<file path="config.mk">
export PLATFORM = sky130hd
export DESIGN_NAME = instr_fetch_unit
export DESIGN_NICKNAME = d
export VERILOG_FILES = /design/src/rtl/instr_fetch_unit.sv
export SDC_FILE = /design/constraint.sdc
export NUM_CORES = 1
export LEC_CHECK = 0
export CORE_MARGIN = 1
export CORE_UTILIZATION = 47
export CTS_BUF_LIST = sky130_fd_sc_hd__clkbuf_16
export DETAILED_ROUTE_END_ITERATION = 7
export PLACE_DENSITY = 0.82
export SYNTH_ARGS = -nofsm -noshare
export SYNTH_HDL_FRONTEND = slang
export SYNTH_SLANG_ARGS = --single-unit
export TNS_END_PERCENT = 50
</file>
<file path="constraint.sdc">
create_clock -name clk -period 3.5 [get_ports clk]
set_input_delay 0.7 -clock clk [delete_from_list [all_inputs] [get_ports clk]]
set_output_delay 0.7 -clock clk [all_outputs]
set_load 0.1 [all_outputs]
</file>
<file path="src/rtl/instr_fetch_unit.sv">
// ----------------------------------------------------------------------------
// instr_fetch_unit
//
// Fetches one- or two-byte instructions from a byte-wide instruction memory
// and hands them to the controller.
//
// The first (opcode) byte goes to ir. If bit 7 of that byte is set, the
// instruction is long. A second byte is then read, and the target register is
// built as {ir[4:0], byte2}. A short instruction clears the target register.
//
// The program counter advances once per byte fetched and wraps modulo
// 2^ADDR_W. A jump (pc_ld) is accepted only while the unit is idle. If a jump
// and a fetch request arrive in the same idle cycle, both take effect, and the
// fetch reads from the jump target.
//
// Ports
//   clk          in   1       clock, rising edge
//   rst          in   1       asynchronous, active-high reset
//   fetch_req    in   1       fetch the next instruction (sampled in IDLE)
//   pc_ld        in   1       load pc from pc_ld_addr (honoured in IDLE)
//   pc_ld_addr   in   ADDR_W  jump target
//   mem_addr     out  ADDR_W  byte address to instruction memory (always pc)
//   mem_rd       out  1       read strobe, held until mem_ack
//   mem_rdata    in   8       read data, valid while mem_ack=1
//   mem_ack      in   1       read complete (ignored when mem_rd=0)
//   ir           out  8       opcode byte
//   tr           out  ADDR_W  target/address field of long instructions
//   is_long      out  1       ir is a two-byte instruction
//   pc           out  ADDR_W  program counter
//   instr_valid  out  1       one-cycle pulse: ir/tr/is_long are new
//   busy         out  1       high in every state except IDLE
// ----------------------------------------------------------------------------
module instr_fetch_unit #(
  parameter int                 ADDR_W   = 13,
  parameter logic [ADDR_W-1:0]  RESET_PC = '0
) (
  input  logic              clk,
  input  logic              rst,
  input  logic              fetch_req,
  input  logic              pc_ld,
  input  logic [ADDR_W-1:0] pc_ld_addr,
  output logic [ADDR_W-1:0] mem_addr,
  output logic              mem_rd,
  input  logic [7:0]        mem_rdata,
  input  logic              mem_ack,
  output logic [7:0]        ir,
  output logic [ADDR_W-1:0] tr,
  output logic              is_long,
  output logic [ADDR_W-1:0] pc,
  output logic              instr_valid,
  output logic              busy
);

  localparam logic [1:0] S_IDLE  = 2'd0;
  localparam logic [1:0] S_RD0   = 2'd1;
  localparam logic [1:0] S_RD1   = 2'd2;
  localparam logic [1:0] S_VALID = 2'd3;

  logic [1:0]        r_state;
  logic [ADDR_W-1:0] r_pc;
  logic [7:0]        r_ir;
  logic [ADDR_W-1:0] r_tr;
  logic              r_is_long;

  logic [ADDR_W-1:0] w_pc_inc;
  logic [ADDR_W-1:0] w_tr_long;

  // The add is ADDR_W bits wide, so the carry out is dropped and pc wraps.
  assign w_pc_inc  = r_pc + ADDR_W'(1);
  // In RD1, r_ir already holds the opcode byte that was captured in RD0.
  assign w_tr_long = ADDR_W'({r_ir[4:0], mem_rdata});

  // NOTE: every state register is written with <= so that all of them update
  // together at the edge. The asynchronous reset is in the sensitivity list,
  // so the outputs drop immediately without waiting for a clock.
  always_ff @(posedge clk or posedge rst) begin
    if (rst) begin
      r_state   <= S_IDLE;
      r_pc      <= RESET_PC;
      r_ir      <= '0;
      r_tr      <= '0;
      r_is_long <= 1'b0;
    end else begin
      case (r_state)
        S_IDLE: begin
          // A jump and a request in the same cycle are both accepted.
          // RD0 then sees the new pc.
          if (pc_ld)     r_pc    <= pc_ld_addr;
          if (fetch_req) r_state <= S_RD0;
        end
        S_RD0: begin
          if (mem_ack) begin
            r_ir      <= mem_rdata;
            r_pc      <= w_pc_inc;
            r_is_long <= mem_rdata[7];
            if (mem_rdata[7]) begin
              r_state <= S_RD1;
            end else begin
              r_tr    <= '0;
              r_state <= S_VALID;
            end
          end
        end
        S_RD1: begin
          if (mem_ack) begin
            r_tr    <= w_tr_long;
            r_pc    <= w_pc_inc;
            r_state <= S_VALID;
          end
        end
        default: r_state <= S_IDLE;   // S_VALID: one cycle, then back to idle
      endcase
    end
  end

  // The outputs decode directly from the state register, so reset clears them
  // in the same cycle. mem_addr is simply pc, which keeps it stable while the
  // unit waits for an acknowledge.
  assign mem_rd      = (r_state == S_RD0) || (r_state == S_RD1);
  assign mem_addr    = r_pc;
  assign instr_valid = (r_state == S_VALID);
  assign busy        = (r_state != S_IDLE);
  assign pc          = r_pc;
  assign ir          = r_ir;
  assign tr          = r_tr;
  assign is_long     = r_is_long;

endmodule
</file>
==> Yosys cells after proc, flatten, opt, wreduce, memory -nomap -nowiden <==
Index checks and enable logic that the tools add are counted.
{ "word_totals": {"ff_bits": 37, "elab_cells": 37, "inputBits": 26, "out_inout_bits": 51} }
{ "op_classes": {"n_eq_ne": 9, "n_reduce_logical": 10, "add_sub_neg": 1, "n_mux": 12} }
{ "ops": {"columns": ["cell", "count"], "rows": [
  ["2-to-1 mux 13 bit", 5],
  ["case mux 13 bit (2 select lines)", 2],
  ["adder 13 x 1 -> 13 bit (second input constant)", 1],
  ["!= test 2 bit (second input constant)", 5],
  ["2-to-1 mux 2 bit", 3],
  ["case mux 2 bit (3 select lines)", 1],
  ["AND reduction 3 bit", 2],
  ["nonzero test 2 bit", 3],
  ["== test 2 bit (second input constant)", 2],
  ["AND reduction 4 bit", 1],
  ["== test 2 x 1 -> 1 bit (second input constant)", 1],
  ["zero test 2 bit", 1],
  ["!= test 2 x 1 -> 1 bit (second input constant)", 1],
  ["AND reduction 2 bit", 1],
  ["OR reduction 2 bit", 1],
  ["logical OR 1 bit", 1],
  ["2-to-1 mux 1 bit", 1]
]} }

==> Longest topological paths before layout <==
{ "logic_depth": {"depth_word": 4, "ltp_mapped": 7, "mapped_depth_nobuf": 6} }

==> Least setup slack after synthesis <==
Ideal clock, no wire load.
{ "synth_timing": {"path_kind": "register to register", "start": "register r_state[0]", "end": "register r_pc[7], in the netlist mem_addr[7]", "arrival_ps": 2327, "t_required_ps": 3373, "synth_period_minus_slack_ps": 2454, "slack_ps": 1046, "stages_incl_launch_ff": 8, "setup_ps": 127, "n_path_buf": 2, "cell_sequence": "dfrtp_1 > inv_1 > ha_1 > buf_2 > buf_1 > o21ai_0 > a21oi_1 > a21oi_1"} }
{ "synth_between": {"elab_chain_len": 4, "elab_cells_between_ends": 9, "cone_classes": "eq/ne: 4; mux: 1; reduce/logical: 4"} }
{ "synth_lines": {"columns": ["item", "line_no", "rtl"], "rows": [
  ["start: declaration", "59", "logic [1:0] r_state;"],
  ["start signal: assignment", "78", "r_state <= S_IDLE;"],
  ["start signal: assignment", "89", "if (fetch_req) r_state <= S_RD0;"],
  ["start signal: assignment", "97", "r_state <= S_RD1;"],
  ["== test 2 x 1 -> 1 bit or == test 2 bit (tied branches)", "84", "case (r_state)"],
  ["OR reduction 2 bit (no source line)", null, null],
  ["!= test 2 x 1 -> 1 bit (no source line) or nonzero test 2 bit (tied branches)", null, null],
  ["AND reduction 3 bit (no source line)", null, null],
  ["end signal: assignment", "88", "if (pc_ld) r_pc <= pc_ld_addr;"],
  ["end signal: assignment", "94", "r_pc <= w_pc_inc;"],
  ["end signal: assignment", "107", "r_pc <= w_pc_inc;"],
  ["end: declaration", "60", "logic [ADDR_W-1:0] r_pc;"]
]} }
Several ways; a longest one is shown, not always the timed one.
A chain may end at the register's enable or synchronous reset.

==> Worst setup path after layout <==
{ "layout_timing": {"start": "register r_state[0]", "end": "output port mem_rd"} }
{ "layout_between": {"elab_chain_len": 2, "elab_cells_between_ends": 3, "cone_classes": "eq/ne: 2; reduce/logical: 1"} }
{ "layout_lines": {"columns": ["item", "line_no", "rtl"], "rows": [
  ["== test 2 x 1 -> 1 bit or == test 2 bit (tied branches)", "119", "assign mem_rd = (r_state == S_RD0) || (r_state == S_RD1);"],
  ["logical OR 1 bit *", "119", null],
  ["end: declaration", "43", "output logic mem_rd,"]
]} }
Mark *: on every way between the ends. The rest lies on a longest branch, timed or not.

==> results.py <==
metrics = {
    "synthesis": {
        "synthTopCellsByCount": "36 x dfrtp_1, 34 x nand2_1, 22 x o21ai_0",
        "synth_top_area_share_pct": 46.45,
        "synthSimpleGateAreaFrac_pct": 16.39,
        "yosys.cell_count.top_type": "dfrtp_1",
        "synth_compound_area_share_pct": 17.94,
        "synthesis.nets": 238,
        "synth_top_area_cell": "dfrtp_1",
        "synth_top_family_by_area": "compound AO/OA/AOI/OAI gates",
        "yosysWarnings": 0,
        "synth_edf_count": 0,
        "synth-seq-area-share_pct": 46.45,
        "synthXorXnorAreaFrac_pct": 0,
        "yosys-mux-area-fraction_pct": 6.194,
        "syn-instance-count": 206,
        "synth.area.top_cells": "dfrtp_1 46%, nand2_1 6.6%, buf_4 5.8%, o21ai_0 5.7%, mux2_2 4.6%",
        "synthFlopType": "dfrtp_1",
        "synthArstFlopShare_pct": 100.0,
        "ys_ff_latch": 36,
        "avgSynthCellArea_um2": 9.414,
        "syn-cell-area_um2": 1939,
        "synthAdderAreaFrac_pct": 3.871,
        "ys_types": 35,
    },
    "global_route": {
        "antenna_found_initial": 0,
        "grt-ovfl-total": 0,
        "grt.total_usage_pct": 23.78,
        "grt_pass1_wl_um": 7762,
        "grt_pass1_vias": 1630,
        "grt_max_degree": 37,
    },
    "timing": {
        "setup_tns_ns": 0,
        "skew_ns": 0.005426,
        "hold_viol": 0,
        "layout_min_cycle_time_ns": 2.906,
        "slew_viol_final": 0,
        "fmax_mhz": 344.2,
        "fin_crit_sh_pct": 83.02,
        "tightest_slew_ns": 1.018,
        "rsz0062_at_grt": "no",
        "setup_viol": 0,
        "relSlewSlack_pct": 32.13,
    },
    "clock_network": {
        "cts_resized": 0,
        "htree_levels": 2,
        "clkLatencyLatePin_ns": 0.28,
        "cts_buffer_depth": 2,
        "path_clk_slew_ns": 0.06,
        "postCtsSetupRepairBufs": 0,
        "ctsHoldBuffers": 0,
        "clock-sinks": 36,
        "cts_root_buffer": "clkbuf_16",
        "numCtsBuffers": 5,
        "cts_tree": "yes",
    },
    "setup_path": {
        "crit_slowest_cell": "ha_1",
        "startpoint": "r_state[0]",
        "critPathCaptureType": "output port",
        "cp_max_fo": 33,
        "timing.rr.end": "mem_addr[12]",
        "worstPathArrival_ns": 2.21,
        "r2r_cells": 5,
        "cp.required_ns": 2.80,
        "crit_end": "mem_rd",
        "r2r_slack_ns": 0.92,
        "worstReg2RegStart": "r_state[0]",
        "crit_chain": "inv_1, ha_1, buf_4",
        "cp-start-kind": "flop",
        "path_class": "flop to output port",
        "max_stage_delay_ns": 0.97,
    },
    "place": {
        "dp_hpwl_um": 3327,
        "portBuffers": 76,
        "gp_congestion": 0.8220,
    },
    "status": {
        "status": "finished clean",
    },
    "floorplanning": {
        "io_pins": 77,
        "chipWidth_um": 66.24,
        "rows": 22,
        "start_util_pct": 51.05,
        "core-area_um2": 3799,
        "die_y_um": 66.24,
        "die_area_um2": 4387,
    },
    "job": {
        "drv_cap": 0,
    },
    "drt": {
        "drtIter0Drc": 171,
        "wl_per_cell_um": 15.10,
        "ant_nets": 0,
        "vias_per_cell": 5.544,
        "vias": 1752,
        "wirelength_um": 4773,
        "dr.pass1.iters": 4,
        "route.detailed.drc": 0,
    },
    "finish": {
        "diodes": 0,
        "nNetsFinal": 299,
        "area_growth_pct": 40.58,
        "final_layout_size_suffix_gt1_share_pct": 14.93,
    },
    "hold_path": {
        "hold_path.class": "flop to flop",
    },
}
## metrics by stage
stage                     hold WS (ns)  utilization (%)  cell area [µm²]  std cells  setup WS [ns]
after floorplan                 0.5228                -             1939        206          1.046
after global placement          0.4603            67.85             2577        308         0.9948
after detailed placement        0.4693            67.85             2577        308         0.9136
after CTS                       0.4828            71.77             2726        316         0.6381
after global routing            0.5013            71.77             2726        316         0.4920
final                           0.4749            71.77             2726        316         0.5943
## cell type report
type	count	area, µm²
fill	271	1072
sequential	36	900.9
multi-input combinational	138	860.8
timing repair buffer	78	725.7
clock buffer	5	125.1
tap	48	60.06
inverter	8	30.03
clock inverter	3	23.77
## flip-flops by register name (all words and copies together), names as in the netlist
name / count
mem_addr: 13
is_long: 1
ir: 7
tr: 13
r_state: 2
## kinds of logic after synthesis
kind of cell,Yosys count
DFF,36
AOI/OAI and AO/OA,54
muxes,11
buffers and inverters,32
adders and majority gates,6
and+or+nand+nor,67
## worst max-delay path: cells and delay by family, from the launching register on
family / cells / cell delay, ns
adders and majority gates: 1 / 0.97
buffers and inverters: 2 / 0.53
DFF: 1 / 0.43
## worst min path at each step
| stage | slack (ns) | from | end | cells after the start |
|---|---|---|---|---|
| 2_1_floorplan | 0.52 | r_state[1] | r_state[1] | 2 |
| 3_3_place_gp | 0.46 | tr[0] | tr[0] | 2 |
| 3_5_place_dp | 0.47 | tr[11] | tr[11] | 2 |
| 4_1_cts | 0.48 | tr[6] | tr[6] | 2 |
| 5_1_grt | 0.50 | tr[0] | tr[0] | 2 |
| 6_report | 0.47 | tr[0] | tr[0] | 2 |
## routing by layer
metal	GRT usage (%)	vias up	share of wire (%)
met5	0	-	0
met4	8.511	0	1.2
met3	5.345	5	5.6
met2	39.03	66	49
met1	30.58	829	44
li1	-	852	-
## placed cells by master (no fill, tap or decap)
master / count
clkdlybuf4s50_1: 56
nor2_1: 4
a221oi_4: 1
dfrtp_1: 36
and4_1: 1
clkinv_4: 1
nor3_1: 2
ha_1: 6
nand4_1: 6
nor4_1: 4
o32ai_1: 1
o21ai_1: 1
clkinvlp_4: 2
nand3_1: 8
buf_4: 22
a21oi_1: 12
o21ai_0: 22
clkbuf_16: 5
a311oi_1: 2
a221o_1: 1
a2111oi_0: 2
o22ai_1: 3
a21o_1: 1
o21a_1: 1
inv_2: 1
a2bb2oi_1: 4
mux2i_1: 3
nand4b_1: 1
inv_1: 7
nand3b_1: 1
a22o_1: 1
nand2_1: 34
mux2_2: 8
and3_1: 3
o31ai_1: 2
nor2b_1: 3
Power is left out: the tool's default activity adds up to more than one toggle a clock period on the data nets, which glitch-free logic cannot reach.
